==> config.mk <==
export PLATFORM = sky130hd
export DESIGN_NAME = reg_ring_initiator
export DESIGN_NICKNAME = d
export VERILOG_FILES = /design/src/rtl/reg_ring_initiator.sv
export SDC_FILE = /design/constraint.sdc
export NUM_CORES = 1
export LEC_CHECK = 0
export ABC_AREA = 1
export BUFFER_PORTS_ARGS = -buffer_cell sky130_fd_sc_hd__buf_2
export CAP_MARGIN = 30
export CORE_MARGIN = 2
export CORE_UTILIZATION = 57
export DETAILED_ROUTE_END_ITERATION = 12
export PLACE_DENSITY = 0.86
export SYNTH_ARGS = -nofsm -noshare
export SYNTH_HDL_FRONTEND = slang
export SYNTH_SLANG_ARGS = --single-unit
==> constraint.sdc <==
create_clock -name clk -period 3.56 [get_ports clk]
set_clock_uncertainty 0.2 [all_clocks]
set_input_delay 0.356 -clock clk [delete_from_list [all_inputs] [get_ports clk]]
set_output_delay 0.356 -clock clk [all_outputs]
set_load 0.005 [all_outputs]
==> src/rtl/reg_ring_initiator.sv <==
// rtl/reg_ring_initiator.sv - register ring head: issues one host command per round trip and terminates returns
module reg_ring_initiator #(
    parameter int UDP_REG_SRC_WIDTH = 2,
    parameter int REG_ADDR_WIDTH    = 23,
    parameter int REG_DATA_WIDTH    = 32,
    parameter int SRC_ID            = 0,
    parameter int TIMEOUT           = 127
) (
    input  logic                         clk,
    input  logic                         reset,
    // host command side
    input  logic                         cmd_req,
    input  logic                         cmd_rd_wr_L,
    input  logic [REG_ADDR_WIDTH-1:0]    cmd_addr,
    input  logic [REG_DATA_WIDTH-1:0]    cmd_wr_data,
    output logic                         cmd_rdy,
    // host response side
    output logic                         rsp_valid,
    output logic [REG_DATA_WIDTH-1:0]    rsp_data,
    output logic [1:0]                   rsp_status,
    // ring head
    output logic                         reg_req_out,
    output logic                         reg_ack_out,
    output logic                         reg_rd_wr_L_out,
    output logic [REG_ADDR_WIDTH-1:0]    reg_addr_out,
    output logic [REG_DATA_WIDTH-1:0]    reg_data_out,
    output logic [UDP_REG_SRC_WIDTH-1:0] reg_src_out,
    // ring tail
    input  logic                         reg_req_in,
    input  logic                         reg_ack_in,
    input  logic                         reg_rd_wr_L_in,
    input  logic [REG_ADDR_WIDTH-1:0]    reg_addr_in,
    input  logic [REG_DATA_WIDTH-1:0]    reg_data_in,
    input  logic [UDP_REG_SRC_WIDTH-1:0] reg_src_in,
    output logic [7:0]                   stray_cnt
);

    typedef enum logic [1:0] {
        IDLE  = 2'd0,
        ISSUE = 2'd1,
        WAIT  = 2'd2,
        RESP  = 2'd3
    } state_t;

    localparam logic [UDP_REG_SRC_WIDTH-1:0] SRC_TAG  = UDP_REG_SRC_WIDTH'(SRC_ID);
    localparam logic [REG_DATA_WIDTH-1:0]    ERR_DATA = REG_DATA_WIDTH'(32'hDEAD_BEEF);
    localparam logic [8:0]                   TMO_VAL  = 9'(TIMEOUT);

    state_t                         state_q;
    logic                           rd_wr_L_q;
    logic [REG_ADDR_WIDTH-1:0]      addr_q;
    logic [REG_DATA_WIDTH-1:0]      wr_data_q;
    logic [7:0]                     timer_q;
    logic                           cmd_rdy_q;
    logic                           rsp_valid_q;
    logic [REG_DATA_WIDTH-1:0]      rsp_data_q;
    logic [1:0]                     rsp_status_q;
    logic                           reg_req_out_q;
    logic                           reg_rd_wr_L_out_q;
    logic [REG_ADDR_WIDTH-1:0]      reg_addr_out_q;
    logic [REG_DATA_WIDTH-1:0]      reg_data_out_q;
    logic [UDP_REG_SRC_WIDTH-1:0]   reg_src_out_q;
    logic [7:0]                     stray_cnt_q;
    logic [7:0]                     stray_cnt_d;

    logic       match;
    logic [8:0] timer_inc;
    logic       timeout_hit;
    logic       unused_ring_rd_wr_L;

    // The return's direction bit carries nothing we need; the latched command decides.
    assign unused_ring_rd_wr_L = reg_rd_wr_L_in;

    assign match       = reg_req_in && (reg_src_in == SRC_TAG) && (reg_addr_in == addr_q);
    assign timer_inc   = {1'b0, timer_q} + 9'd1;
    assign timeout_hit = (timer_inc == TMO_VAL);

    // Main transaction FSM; every host and ring output is a register set here.
    always_ff @(posedge clk or negedge reset) begin
        if (!reset) begin
            state_q           <= IDLE;
            rd_wr_L_q         <= 1'b0;
            addr_q            <= '0;
            wr_data_q         <= '0;
            timer_q           <= '0;
            cmd_rdy_q         <= 1'b1;
            rsp_valid_q       <= 1'b0;
            rsp_data_q        <= '0;
            rsp_status_q      <= 2'b00;
            reg_req_out_q     <= 1'b0;
            reg_rd_wr_L_out_q <= 1'b0;
            reg_addr_out_q    <= '0;
            reg_data_out_q    <= '0;
            reg_src_out_q     <= '0;
        end else begin
            case (state_q)
                IDLE: begin
                    if (cmd_req) begin
                        rd_wr_L_q         <= cmd_rd_wr_L;
                        addr_q            <= cmd_addr;
                        wr_data_q         <= cmd_wr_data;
                        cmd_rdy_q         <= 1'b0;
                        reg_req_out_q     <= 1'b1;
                        reg_rd_wr_L_out_q <= cmd_rd_wr_L;
                        reg_addr_out_q    <= cmd_addr;
                        reg_data_out_q    <= cmd_rd_wr_L ? '0 : cmd_wr_data;
                        reg_src_out_q     <= SRC_TAG;
                        state_q           <= ISSUE;
                    end
                end
                ISSUE: begin
                    reg_req_out_q     <= 1'b0;
                    reg_rd_wr_L_out_q <= 1'b0;
                    reg_addr_out_q    <= '0;
                    reg_data_out_q    <= '0;
                    reg_src_out_q     <= '0;
                    timer_q           <= '0;
                    state_q           <= WAIT;
                end
                WAIT: begin
                    // A match in the same cycle as the timer expiry takes priority.
                    if (match) begin
                        rsp_valid_q  <= 1'b1;
                        rsp_status_q <= reg_ack_in ? 2'b00 : 2'b01;
                        rsp_data_q   <= !reg_ack_in ? ERR_DATA :
                                        (rd_wr_L_q ? reg_data_in : wr_data_q);
                        state_q      <= RESP;
                    end else if (timeout_hit) begin
                        rsp_valid_q  <= 1'b1;
                        rsp_status_q <= 2'b10;
                        rsp_data_q   <= ERR_DATA;
                        state_q      <= RESP;
                    end else begin
                        timer_q <= timer_inc[7:0];
                    end
                end
                RESP: begin
                    rsp_valid_q <= 1'b0;
                    cmd_rdy_q   <= 1'b1;
                    state_q     <= IDLE;
                end
                default: begin
                    state_q   <= IDLE;
                    cmd_rdy_q <= 1'b1;
                end
            endcase
        end
    end

    // Any return that is not the awaited match is dropped and counted, saturating.
    always_comb begin
        stray_cnt_d = stray_cnt_q;
        if (reg_req_in && !((state_q == WAIT) && match) && (stray_cnt_q != 8'hFF)) begin
            stray_cnt_d = stray_cnt_q + 8'd1;
        end
    end

    // Stray counter register.
    always_ff @(posedge clk or negedge reset) begin
        if (!reset) begin
            stray_cnt_q <= '0;
        end else begin
            stray_cnt_q <= stray_cnt_d;
        end
    end

    assign cmd_rdy         = cmd_rdy_q;
    assign rsp_valid       = rsp_valid_q;
    assign rsp_data        = rsp_data_q;
    assign rsp_status      = rsp_status_q;
    assign reg_req_out     = reg_req_out_q;
    assign reg_ack_out     = 1'b0;
    assign reg_rd_wr_L_out = reg_rd_wr_L_out_q;
    assign reg_addr_out    = reg_addr_out_q;
    assign reg_data_out    = reg_data_out_q;
    assign reg_src_out     = reg_src_out_q;
    assign stray_cnt       = stray_cnt_q;

endmodule

== After elaboration in Yosys (flattened, before gate mapping) ==
Cells that the tools add are included.

* Bits in registers: 169
* Latch bits: 0
* Memory bits (writable): 0
* Bits in read-only memories: 0
* Output and inout port bits: 104
* Logic and storage cells: 77
* Memories: 0

* Add/subtract/negate cells: 2
* Multiply operators: 0
* Div/mod/pow operators: 0
* Magnitude comparators: 0
* Equality and inequality tests: 10
* Shift-type cells: 0
* Muxes and demuxes: 30
* Bitwise logic cells: 0
* Reductions and logical operators: 20

{| class="wikitable"
|+ Operators by type and width
! operator !! count
|-
| $mux W32 || 6
|-
| $pmux W32 S2 || 1
|-
| $pmux W23 S2 || 1
|-
| $eq A23 B23 Y1 || 1
|-
| $mux W23 || 1
|-
| $mux W8 || 2
|-
| $pmux W8 S2 || 1
|-
| $mux W2 || 6
|-
| $reduce_and A2 Y1 || 6
|-
| $reduce_bool A2 Y1 || 5
|-
| $add A8 B1 Y9 const B || 1
|-
| $eq A9 B7 Y1 const B || 1
|-
| $add A8 B1 Y8 const B || 1
|-
| $ne A8 B8 Y1 const B || 1
|-
| $pmux W1 S2 || 4
|-
| $pmux W2 S4 || 1
|-
| $mux W1 || 6
|-
| $ne A2 B2 Y1 const B || 3
|-
| $logic_and A1 B1 Y1 || 5
|-
| $eq A2 B2 Y1 const B || 2
|-
| $logic_not A2 Y1 || 2
|-
| $pmux W2 S2 || 1
|-
| $ne A3 B3 Y1 const B || 1
|-
| $reduce_and A3 Y1 || 1
|-
| other kinds (2) || 2
|}

== Logic depth before layout (Yosys ltp) ==
Gate-level depths: netlist of the first run.

* Depth after elaboration: 7
* Mapped depth: 13
* Depth with buffers taken out: 12

== Worst setup path after synthesis of the first run ==
OpenSTA, ideal clock, no wires.

* Path kind: flip-flop to flip-flop
* Start: reg stray_cnt_q[0] (netlist: stray_cnt[0])
* End: reg stray_cnt_q[0] (netlist: stray_cnt[0])
* Data arrival time: 1.582 ns
* Data required time: 3.242 ns
* Path slack: 1.660 ns
* Stages on the path, launching flop included: 8
* Clock period less this slack: 1.900 ns
* Path through: dfrtp_1 > ha_1 > nand3_1 > nor2_1 > a31oi_1 > nand2_1 > nand2_1 > nand2_1

* Longest elaborated chain between the ends: 2
* Elaborated cells on any way between the ends: 3

{| class="wikitable"
|+ Ends and longest elaborated chain
! what !! line !! text
|-
| from (decl) || 63 || <nowiki>logic [7:0] stray_cnt_q;</nowiki>
|-
| from (signal assigned) || 163 || <nowiki>stray_cnt_q <= stray_cnt_d;</nowiki>
|-
| parallel branches: the longest is 2 deep, another holds $add A8 B1 Y8 || n/a ||
|}

Several ways; the timed one is not identified.
A chain may end at the register's enable or synchronous reset.

== Final worst setup path of the first run ==
* Start: reg timer_q[1]
* End: reg rsp_data_q[28] (netlist: rsp_data[28])

* Longest elaborated chain between the ends: 4

{| class="wikitable"
|+ Ends and longest elaborated chain
! what !! line !! text
|-
| from (decl) || 53 || <nowiki>logic [7:0] timer_q;</nowiki>
|-
| from (signal assigned) || 134 || <nowiki>timer_q <= timer_inc[7:0];</nowiki>
|-
| $add A8 B1 Y9 || 75 || <nowiki>assign timer_inc = {1'b0, timer_q} + 9'd1;</nowiki>
|-
| $eq A9 B7 Y1 || 76 || <nowiki>assign timeout_hit = (timer_inc == TMO_VAL);</nowiki>
|-
| $reduce_bool A2 Y1 (no source line) || n/a ||
|-
| $reduce_and A2 Y1 (no source line) || n/a ||
|-
| to (signal assigned) || 125 || <nowiki>rsp_data_q <= !reg_ack_in ? ERR_DATA :</nowiki>
|-
| to (decl) || 56 || <nowiki>logic [REG_DATA_WIDTH-1:0] rsp_data_q;</nowiki>
|}

Every way passes these cells.

==> results summary, run 1 <==
Once placement completed, the tool counted placed cells totaling 1339. The via count of the first global-routing pass came out at 7384. The met1 demand-to-capacity share in global routing is 43.3%. The worst setup path is launched from a flip-flop. The delay of the slowest critical-path stage is 0.52 ns.

Of all nets on the critical path, the largest fanout is 36. The mean instance size in the synthesized netlist is 8.14 um2. The core region is 13800 um2.

The biggest area contributor in the post-synthesis netlist is sky130_fd_sc_hd__dfrtp_1. The layer flagged by global routing as most heavily used is met2. The area share of the largest cell type after synthesis came out at 51.8%.

The clock-pin slew on the worst setup and hold paths is 0.06 ns. The internal power contribution came out at 4.53 mW. The library cell used most frequently in the layout, excluding fill and tap cells, is sky130_fd_sc_hd__nand2_1. For this run, the top clock speed supported by timing is 376 MHz. On the critical path, the stage with the largest delay is an instance of sky130_fd_sc_hd__nand4_4. The post-route netlist has 22.2% of its cells at a drive strength greater than 1. The path class of the tightest hold or removal check is input port to flip-flop. The HPWL reported at the end of detailed placement came out at 15000 um.

The arrival time of data at the critical path endpoint is 2.81 ns. The initial utilization of the core area, before any placement, comes to 58.0%. The portion of total power attributed to the clock network is 25.5%.

The total of cells resized after clock tree synthesis is 0. Once layout is done, the placed cells without fillers occupy 10300 um2. The max-slew violation total from the final report came out at 0. The setup-violating endpoint count in the final report is 0.

For hold timing, the worst endpoint is wr_data_q[4]. The worst path required time came out at 3.72 ns. After routing, the total negative slack on setup checks comes to 0 ns. Net switching is 37.6% of the power. In this run the power density over the cells is 705 nW/um2.

The Yosys step of the flow raised 0 warnings. In this run the critical register-to-register path is launched from timer_q[1]. Setup repair after global routing left no endpoint under its margin. The library cells used most frequently in the layout, excluding fill and tap cells, are 253 x sky130_fd_sc_hd__nand2_1, 217 x sky130_fd_sc_hd__buf_2, 166 x sky130_fd_sc_hd__dfrtp_1, 165 x sky130_fd_sc_hd__inv_1, 59 x sky130_fd_sc_hd__nand3_1. The worst setup path category is flip-flop to flip-flop. After synthesis the netlist holds a flip-flop and latch count of 167. The total power is 7.26 mW.

The worst hold path passes through 3 cells. In this run the most critical hold path is launched from cmd_wr_data[4]. The slack of the worst reg-to-reg path came out at 0.90 ns.

The initial antenna violation count came to 1. For the worst-skew pair, the clock arrives at the later sink with an insertion delay of 0.42 ns. 0 antenna diodes ended up in the layout. The flow ran to the end, and the final reports show no timing, DRC or antenna violations. Together, buffers and inverters on the worst path number 1. The number of buffers between clock root and the deepest sink came out at 2.

The part of the power in combinational logic is 35.5%. Dividing the detail-routed via count by the number of cells gives 5.46. Sorting the synthesized cells by area gives the leading types as sky130_fd_sc_hd__dfrtp_1 52%, sky130_fd_sc_hd__nand2_1 12%, sky130_fd_sc_hd__inv_1 7.8%, sky130_fd_sc_hd__o22ai_1 4.4%, sky130_fd_sc_hd__nand3_1 3.7%. The area growth from synthesis to layout is 28.5%.

From bottom edge to top edge, the die measures 123 um. The post-route antenna net violation count came out at 0. The relative slew slack came out at 44.1%. The number of instances in the synthesized netlist came out at 985. The dominant delay contributor by cell family on the critical path is simple AND/OR/NAND/NOR gates. The post-synth design cell area is 8020 um2. The final period utilization came out at 74.7%. The pin count of the biggest net entering global routing is 94. The buffer cell driving the clock tree root is sky130_fd_sc_hd__clkbuf_16. The slew at the pin closest to its max-slew limit is 0.837 ns.

The final layout net count is 1356. The maximum VDD drop came out at 0.483 mV. Registers are responsible for 39.1% of the overall power.

In the global route stage, overall resource usage came out at 31.6%. The number of library cell types mapped by synthesis came out at 37. 223 I/O pins were placed. The total via count after detailed routing came out at 7775. The routing usage on met2 is 49.7%. The tree built by TritonCTS fans out to 167 sinks. The finished layout holds 1423 standard cells, fillers aside.

The worst register-to-register path ends at rsp_data[28]. The total die area is 15000 um2. At the end of routability-driven placement, the weighted congestion stood at 0.861. The depth of the CTS H-tree is 4. The total of buffers placed on input and output ports came out at 218.

The wire length of the first global-routing pass is 36700 um. Buffers inserted to repair hold after CTS numbered 52. The time the worst path needs with I/O delays and setup is 2.66 ns. The horizontal extent of the die is 123 um. The total global routing overflow is 0.

The count of unresolved DRC violations after routing came out at 0. The layout has 969 filler cells. The number of cells on the worst reg-to-reg path is 10. The post-detailed-placement cell area came out at 9190 um2. The detailed-route wire length per cell came out at 16.3 um. TritonCTS built the clock tree. The number of maximum-capacitance violations is 0. In this run the core area contains 43 standard-cell rows. Buffers added to address setup during post-CTS repair amount to 0.

The sequential-to-total area share from yosys stat came out at 52.1%. The leakage power figure came out at 5.33 nW. The number of hold-slack violations in the final timing report came out at 0. The number of design-rule violations left by the first detailed-router iteration is 836. STA classifies the critical path endpoint as a flip-flop.

The switching power total is 2.73 mW. Walking the worst path, the cells encountered are ha_1, nand2_1, inv_2, nand2_1, nand3_1, nor2_2, nand4_4, nand2_4, nand2_1, nand2_1. The total wirelength of the detailed-routed design is 23200 um. The met3 track demand over resource came out at 5.81%. The number of CTS-inserted buffers is 17. For this run, the detailed router's first-pass iteration total came to 5. By instance count, the cell type seen most on the critical path is sky130_fd_sc_hd__nand2_1.
## how the worst max path moves through the flow
stage / startpoint / endpoint / slack [ns] / cells past startpoint
after floorplan: stray_cnt[0] / stray_cnt[0] / 1.66 / 7
after global placement: reg_src_in[1] / rsp_data[7] / 0.81 / 12
after detailed placement: reg_src_in[1] / rsp_data[13] / 0.75 / 12
after CTS: timer_q[0] / rsp_data[28] / 0.94 / 10
after global routing: timer_q[0] / rsp_data[18] / 0.74 / 10
final: timer_q[1] / rsp_data[28] / 0.90 / 10
## Yosys cell counts, drive strengths merged
master,number
buf,28
dfstp,1
ha,7
clkinv,1
xor2,5
a31oi,1
a22o,1
xnor2,3
clkbuf,27
o21bai,2
nand2,254
dfrtp,166
nand3b,2
conb,1
or2,1
inv,168
nor2,61
nand3,62
o22ai,57
o211ai,8
and2,3
nand4,33
nor3,2
nor3b,1
o21ai,66
a211oi,24
## tightest hold or removal path: cells and delay by family
| family | cells | cell delay, ns |
|---|---|---|
| compound gates | 1 | 0.08 |
| buf+inv | 1 | 0.07 |
| simple gates | 1 | 0.07 |
## power groups by stage
stage               Combinational, mW  Clock (mW)  Sequential, mW
floorplan                        1.58           0            2.83
global placement                 2.37           0            2.81
detailed placement               2.45           0            2.84
CTS                              2.52        1.85            2.82
global route                     2.89        1.95            2.90
finish                           2.58        1.85            2.83
## sequential cells by signal, summed over array words and instances, names as in the netlist
register,flops
timer_q,8
state_q,2
addr_q,23
rsp_status,2
reg_req_out,1
rsp_data,32
rd_wr_L_q,1
reg_rd_wr_L_out,1
wr_data_q,32
reg_data_out,32
reg_addr_out,23
rsp_valid,1
stray_cnt,8
cmd_rdy,1
## metal layers
layer	share of wire (%)	routed length [um]
met1	42	9710
met2	48	11100
met3	6.9	1610
met4	3.3	762
met5	0	0
## per-stage QoR
stage,utilization [%],setup WS [ns],hold slack [ns]
after floorplan,-,1.66,-0.140
after global placement,66.4,0.813,0.172
after detailed placement,66.4,0.752,0.168
after CTS,74.5,0.938,0.00498
after global routing,74.5,0.737,0.0175
final,74.5,0.902,0.00982
## kinds of logic (layout without fill, tap and decap cells)
group	count (synthesis)	after routing	share of synthesized area, %
buf+inv	224	480	11.2
xor+xnor	8	8	0.874
other cells	1	3	0.0468
fa+ha+maj	7	7	1.09
flops	167	167	52.1
compound gates	159	159	11.9
simple gates	419	419	22.7
## cell type report
type	instances	area, um2	area share, %
Clock inverter	11	121	1.18
Multi-Input combinational cell	596	2960	28.7
Tap cell	180	225	2.19
Sequential cell	167	4180	40.6
Inverter	169	634	6.16
Clock buffer	21	470	4.57
Timing Repair Buffer	279	1710	16.6
No activity file was read; power rests on OpenSTA's default activity.
==> run 2, diff against run 1 <==
--- a/config.mk
+++ b/config.mk
@@ -5,13 +5,13 @@
 export SDC_FILE = /design/constraint.sdc
 export NUM_CORES = 1
 export LEC_CHECK = 0
-export ABC_AREA = 1
+export ABC_AREA = 0
 export BUFFER_PORTS_ARGS = -buffer_cell sky130_fd_sc_hd__buf_2
 export CAP_MARGIN = 30
 export CORE_MARGIN = 2
-export CORE_UTILIZATION = 57
+export CORE_UTILIZATION = 52
 export DETAILED_ROUTE_END_ITERATION = 12
-export PLACE_DENSITY = 0.86
+export PLACE_DENSITY = 0.81
 export SYNTH_ARGS = -nofsm -noshare
 export SYNTH_HDL_FRONTEND = slang
 export SYNTH_SLANG_ARGS = --single-unit
==> constraint.sdc (replaced) <==
create_clock -name clk -period 2.5 [get_ports clk]
set_clock_uncertainty 0.2 [all_clocks]
set_input_delay 0.25 -clock clk [delete_from_list [all_inputs] [get_ports clk]]
set_output_delay 0.25 -clock clk [all_outputs]
set_load 0.005 [all_outputs]
==> run 2 against run 1 <==
Compared with the run above:
- core utilization up 0.41 points
- maximum frequency up 14%
- final cell count down 16%
- sequential power about the same
- register-to-register slack worse by 0.74 ns
==> results summary, run 2 <==
The total power per unit cell area came out at 597 nW/um2. The kind of cell with the highest combined delay along the critical path is simple AND/OR/NAND/NOR gates. For this block, the via count after detailed routing is 6659. The detailed-route wire length per cell is 18.3 um.

The relative slew slack came out at 59.4%. The share of post-route cells with drive strength above 1 is 31.2%. 223 I/O pins were placed. The critical path goes through ha_1, and3_1, xor2_1, nand4b_1, o22ai_2, buf_4, or2_2, a31o_2. The mean number of vias per cell came out at 5.56. The cell area that synthesis handed to floorplanning was 7420 um2. The path with the worst hold slack has its endpoint at state_q[0]. The clock-pin slew on the worst setup and hold paths is 0.07 ns. The root buffer cell chosen for the clock tree is sky130_fd_sc_hd__clkbuf_16. The number of CTS-inserted buffers is 17. The H-tree was split into 4 levels.

The number of antenna diodes in the final layout is 0. Leaving out fill and tap cells, the most frequent cell in the layout is sky130_fd_sc_hd__buf_2. The insertion delay of the later-clocked pin in the worst-skew pair came out at 0.43 ns. The count of unresolved DRC violations after routing came out at 0.

The arrival time of data at the critical path endpoint is 2.46 ns. The number of library cell types mapped by synthesis is 50. For this run, the leading register cell type out of synthesis is sky130_fd_sc_hd__dfrtp_1. The register bit total from synthesis came out at 167.

The run finished with clean final reports. The final layout net count is 1131. The worst path required time is 2.63 ns. The worst hold path stage count came out at 3. In this run the core area contains 43 standard-cell rows.

The number of buffers between clock root and the deepest sink is 2. The via count of the first global-routing pass was 6768. The initial antenna violation count is 0. The most common cell in the synthesized netlist is sky130_fd_sc_hd__nand2_1. The final period utilization is 93.4%. In this run the horizontal extent of the chip is 123 um. The slowest cell on the critical path is sky130_fd_sc_hd__dfrtp_1.

The post-route antenna net violation count came out at 0. The number of inserted filler cells in the final layout came out at 892. The vertical die dimension came out at 123 um. The clock network is responsible for 46.1% of the overall power. The number of cells on the worst reg-to-reg path is 8. The number of hold-slack violations in the final timing report is 0. The number of instances in the synthesized netlist is 692. In this run the critical register-to-register path is captured at timer_q[6]. The max-slew violation total from the final report came out at 0. The setup-violating endpoint count in the final report came out at 0.

The commonest cells after synthesis are 206 x sky130_fd_sc_hd__nand2_1, 166 x sky130_fd_sc_hd__dfrtp_1, 34 x sky130_fd_sc_hd__mux2i_1. After routing, the total negative slack on setup checks comes to 0 ns. The time the worst path needs with I/O delays and setup is 2.34 ns. For this run, the detailed router's first-pass iteration total came to 5.

The floorplan core area is 13900 um2. By area the synthesized netlist is led by sky130_fd_sc_hd__dfrtp_1 56%, sky130_fd_sc_hd__nand2_1 10%, sky130_fd_sc_hd__mux2i_1 4.6%, sky130_fd_sc_hd__a2bb2oi_2 4.3%, sky130_fd_sc_hd__a22o_1 3.8%. TritonCTS built the clock tree. The total global routing overflow is 0. The share of total power dissipated in combinational logic is 8.1%. The peak clock frequency supported by timing came out at 428 MHz. Once the floorplan was initialized, standard cells occupied 53.4% of the core. The number of maximum-capacitance violations is 0. The area share of the largest cell type after synthesis is 56.0%. The sum of buffers and inverters on the critical path is 1. In this run the mean area of a mapped cell was 10.7 um2. Yosys mapped a number of flops with a built-in enable equal to 0. The switching power total is 1.47 mW. Entering global routing, the biggest net connects 64 pins. Setup repair after global routing left no endpoint under its margin. The post-synthesis cell type with the largest combined area is sky130_fd_sc_hd__dfrtp_1. The maximum VDD drop is 0.473 mV.

The startpoint identified for the worst register-to-register timing path is timer_q[1]. The worst setup path category is flip-flop to flip-flop. The internal power contribution is 4.74 mW. For the pin with the worst max-slew slack, the measured transition is 0.608 ns. The Yosys warning count came out at 0. The total of buffers placed on input and output ports is 218.

The overall global routing resource usage is 29.6%. The kind of end point of the critical path is a flip-flop. The sequential-to-total area share from yosys stat is 56.4%. STA classifies the critical path startpoint as a flip-flop.

The post-route worst hold slack is 0.0742 ns. The first global-routing pass estimated 34500 um of wire. Detailed placement ended at an HPWL of 13400 um.

For this run, the slowest stage of the critical path takes 0.44 ns. The clock sink count came out at 167. The share of total power in sequential cells is 45.9%.

The first routing iteration left 551 violations. In this run switching power makes up 23.7% of total power. The final layout contains routed wiring with a total length of 21900 um.

The largest fanout on the critical path is 6. In this run the most critical hold path is launched from cmd_req. From synthesis to final layout, the design area changed by 40.2%. Leaving out fill and tap cells, the most frequent cells in the layout are 217 x sky130_fd_sc_hd__buf_2, 204 x sky130_fd_sc_hd__nand2_1, 165 x sky130_fd_sc_hd__dfrtp_1, 91 x sky130_fd_sc_hd__dlygate4sd3_1, 34 x sky130_fd_sc_hd__mux2i_1. The total die area came out at 15200 um2. Routability-driven placement finished with a final weighted congestion of 0.834. The post-synthesis async set-or-reset flop share is 100%. The slack of the worst reg-to-reg path is 0.16 ns. The path class of the tightest hold or removal check is input port to flip-flop. The leakage power figure came out at 5.40 nW.
run 2: worst register-to-register path: cells and delay by family, from the launching register on:
family,cells,cell delay (ns)
compound gates,2,0.36
simple gates,3,0.67
xor+xnor,1,0.15
buf+inv,1,0.16
flops,1,0.44
fa+ha+maj,1,0.24
run 2: worst max-delay path by stage:
stage / end / cells after the start / from / slack, ns
final: timer_q[6] / 8 / timer_q[1] / 0.16
after global routing: rsp_data[0] / 9 / addr_q[22] / 0.05
after CTS: rsp_data[0] / 9 / addr_q[22] / 0.06
after detailed placement: rsp_data[17] / 9 / addr_q[22] / 0.10
after global placement: rsp_data[0] / 9 / addr_q[5] / 0.15
after floorplan: rsp_data[10] / 9 / state_q[0] / 0.31
run 2: power by group through the flow:
stage / clock [mW] / sequential, mW / combinational, mW
4_1_cts: 2.88 / 2.84 / 0.494
3_5_place_dp: 0 / 2.90 / 0.379
6_report: 2.86 / 2.85 / 0.500
5_1_grt: 3.01 / 2.85 / 0.555
2_1_floorplan: 0 / 2.88 / 0.119
3_3_place_gp: 0 / 2.89 / 0.370
run 2: cells by family (layout without fill, tap and decap cells):
logic type | count (synthesis) | in the layout | share of synthesized area [%]
flip-flops | 167 | 167 | 56.4
multiplexers | 36 | 36 | 4.89
AND/OR/NAND/NOR | 248 | 248 | 14.1
other | 1 | 3 | 0.0506
buffers and inverters | 61 | 385 | 3.96
adder cells (fa/ha/maj) | 7 | 7 | 1.18
AO/OA/AOI/OAI | 142 | 142 | 15.9
XOR/XNOR | 30 | 30 | 3.54
run 2: area by class of cell:
type	count	area, um2	share of cell area [%]
well taps	180	225	2.17
multi-input cells	466	2970	28.6
repair buffers	337	2320	22.3
clock inverters	15	213	2.05
clock buffers	17	425	4.09
flip-flops and latches	167	4180	40.2
inverters	16	60.1	0.578
run 2: per-stage QoR:
| stage | power (mW) | setup WS [ns] | utilization, % | cells | instance area (um2) |
|---|---|---|---|---|---|
| floorplan | 3.00 | 0.308 | - | 694 | 7420 |
| detailed placement | 3.28 | 0.104 | 63.7 | 1075 | 8840 |
| CTS | 6.22 | 0.0606 | 74.8 | 1198 | 10400 |
| global route | 6.42 | 0.0483 | 74.9 | 1198 | 10400 |
| finish | 6.21 | 0.165 | 74.9 | 1198 | 10400 |
| global placement | 3.26 | 0.152 | 63.7 | 1075 | 8840 |
run 2: timing repair:
action / CTS / global route
hold endpoints to repair: 206 / 0
resized for setup: 0 / 3
setup buffers: 0 / 0
setup endpoints to repair: 0 / 23
hold buffers: 91 / 0
run 2: per-layer routing:
| layer | track usage (%) | vias to the layer above | routed length, um |
|---|---|---|---|
| li1 | - | 3012 | - |
| met1 | 36.9 | 3269 | 8700 |
| met2 | 48.6 | 325 | 10800 |
| met3 | 7.89 | 53 | 1680 |
| met4 | 12.9 | 0 | 658 |
| met5 | 0 | - | 0 |
==> run 3, diff against run 2 <==
--- a/config.mk
+++ b/config.mk
@@ -11,7 +11,7 @@
 export CORE_MARGIN = 2
 export CORE_UTILIZATION = 52
 export DETAILED_ROUTE_END_ITERATION = 12
-export PLACE_DENSITY = 0.81
+export PLACE_DENSITY_LB_ADDON = 0.05
 export SYNTH_ARGS = -nofsm -noshare
 export SYNTH_HDL_FRONTEND = slang
 export SYNTH_SLANG_ARGS = --single-unit
==> run 3 against run 2 <==
Compared with the run above:
- sequential cell count did not move
- critical path type unchanged
- setup slack worse by 0.078 ns
- critical path depth unchanged
- largest power group is now sequential cells
==> results summary, run 3 (synthesis results as in run 2) <==
The top cell types in the final layout, fill and taps aside, are 217 x sky130_fd_sc_hd__buf_2, 205 x sky130_fd_sc_hd__nand2_1, 164 x sky130_fd_sc_hd__dfrtp_1, 92 x sky130_fd_sc_hd__dlygate4sd3_1, 34 x sky130_fd_sc_hd__mux2i_1. The largest fanout on the critical path is 29. After clock tree synthesis, the clock-pin slew on the worst setup and hold paths is 0.06 ns. The internal power contribution came out at 4.46 mW. In this run the worst setup path begins at timer_q[1]. Setup repair after global routing left no endpoint under its margin. The startpoint of the lowest-slack register-to-register path is timer_q[1].

The met1 demand-to-capacity share in global routing is 32.9%. In this run switching power makes up 24.5% of total power. In this run the most used layer during global routing was met2. The insertion delay of the later-clocked pin in the worst-skew pair is 0.43 ns.

The setup path with the least slack is of type flip-flop to flip-flop. In the global route stage, met2 resource usage came out at 45.0%. The total power came out at 5.91 mW. The TritonCTS clock tree is yes. The part of the power in combinational logic came out at 8.2%. Setup total negative slack on the finished layout was measured at 0 ns. The peak clock frequency supported by timing is 414 MHz. The worst path required time is 2.59 ns. The clock network burns 43.5% of the power. The final period utilization is 96.6%.

The horizontal extent of the die came out at 123 um. The depth of the CTS H-tree is 4. The arrival time of data at the critical path endpoint is 2.50 ns. The area growth from synthesis to layout is 38.5%. The maximum VDD drop is 0.433 mV. The share of post-route cells with drive strength above 1 is 30.6%. STA classifies the critical path startpoint as a flip-flop. The total wirelength of the detailed-routed design came out at 20100 um. STA classifies the critical path endpoint as a flip-flop. The region available for standard cell placement spans 13900 um2. The number of hold-slack violations in the final timing report is 0. The share of total power in sequential cells came out at 48.2%.

The initial antenna violation count came out at 0. Headroom to the max-slew limit came out at 56.5%. The total power per unit cell area came out at 575 nW/um2. The detailed-route wire length per cell is 16.9 um. The post-route antenna net violation count is 0.

Entering global routing, the biggest net connects 82 pins. The post-route worst hold slack came out at 0.150 ns. The total of buffers placed on input and output ports is 218. Among all stages on the critical path, the largest delay is contributed by sky130_fd_sc_hd__dfrtp_2. The delay of the slowest critical-path stage is 0.44 ns. The total overflow left after global routing is 0.

The total die area is 15200 um2. The mean number of vias per cell came out at 5.38. The dominant delay contributor by cell family on the critical path is simple AND/OR/NAND/NOR gates. In this run the static leakage power is 5.32 nW. The total iterations of the first detailed-routing run is 5. Together, buffers and inverters on the worst path number 1.

The number of cells on the worst reg-to-reg path is 8. The number of design-rule violations left by the first detailed-router iteration came out at 380. For this design the total switching power over the nets is 1.44 mW. The vertical die dimension came out at 123 um.

The starting utilization of the core area is 53.4%. The via count of the first global-routing pass came out at 6552. At the end of routability-driven placement, the weighted congestion stood at 0.798. The max-slew violation total from the final report is 0. No sink is reached through more buffers than the 2 on the longest clock path. Once layout is complete, the utilization of the core stands at 74.0%. The clock sink count came out at 167.

The total via count after detailed routing is 6407. The first global-routing pass estimated 31700 um of wire. For this run, global-route usage on met3 was measured as 6.60%. After detailed routing, the number of remaining DRC violations is 0.

The library cell used most frequently in the layout, excluding fill and tap cells, is sky130_fd_sc_hd__buf_2. The number of maximum-capacitance violations came out at 0. After floorplanning, the core was divided into 43 placement rows. The type of the worst min-delay path is input port to async pin. The clock period could shrink to 2.41 ns. The final layout net count came out at 1123. The antenna diode count is 0.

Buffers inserted during clock tree synthesis total 17. Pin placement for this block handled 223 I/O pins. The slew at the pin closest to its max-slew limit is 0.653 ns.

The run finished with clean final reports. The path length in cells of the critical path is 8. Clock tree synthesis selected as its root buffer the cell sky130_fd_sc_hd__clkbuf_16. The setup-violating endpoint count in the final report is 0.

Traced cell by cell, the critical path runs through ha_1, and3_1, xor2_1, nand4b_1, o22ai_2, and2_2, buf_12, o22ai_1. After legalization and detailed placement, the total HPWL measured 12900 um. The overall global routing resource usage came out at 26.9%.
==> run 3: stage by stage <==
| stage | instances | setup WS, ns | area, um2 |
|---|---|---|---|
| final | 1190 | 0.0862 | 10300 |
| after global routing | 1190 | 0.00628 | 10300 |
| after CTS | 1190 | 0.0634 | 10300 |
| after detailed placement | 1066 | 0.0699 | 8770 |
| after global placement | 1066 | 0.199 | 8770 |
| after floorplan | 694 | 0.308 | 7420 |
==> run 3: path summary, 6_finish.rpt <==
path	slack, ns	endpoint
worst max-delay path	0.09	rsp_data[24]
worst min-delay path	0.15	stray_cnt[0]
worst max register to register	0.09	rsp_data[24]
worst min register to register	0.27	wr_data_q[19]
max in group asynchronous	1.17	timer_q[1]
min in group clk	0.24	rsp_status[0]
==> run 3: what timing repair did <==
item	4_1_cts	5_1_grt
hold buffers	92	0
buffers inserted	0	0
resized for setup	0	1
hold endpoints to repair	198	0
endpoints found under the setup margin	0	15
==> run 3: metal layers <==
| metal | vias up | wire length (um) |
|---|---|---|
| met1 | 3113 | 8390 |
| met5 | - | 0 |
| li1 | 3005 | - |
| met4 | 0 | 592 |
| met2 | 244 | 9830 |
| met3 | 45 | 1300 |
==> run 3: area by class of cell <==
class	instances	area, um2
timing repair buffer	329	2250
inverter	16	60.1
fill	978	3610
multi-input combinational	466	2970
tap	180	225
clock buffer	18	439
clock inverter	14	139
sequential	167	4180
==> run 3: power by group through the flow <==
| stage | clock network (mW) | logic [mW] | registers (mW) |
|---|---|---|---|
| floorplan | 0 | 0.119 | 2.88 |
| global placement | 0 | 0.364 | 2.88 |
| detailed placement | 0 | 0.373 | 2.90 |
| CTS | 2.61 | 0.488 | 2.85 |
| global route | 2.74 | 0.542 | 2.86 |
| finish | 2.57 | 0.486 | 2.85 |
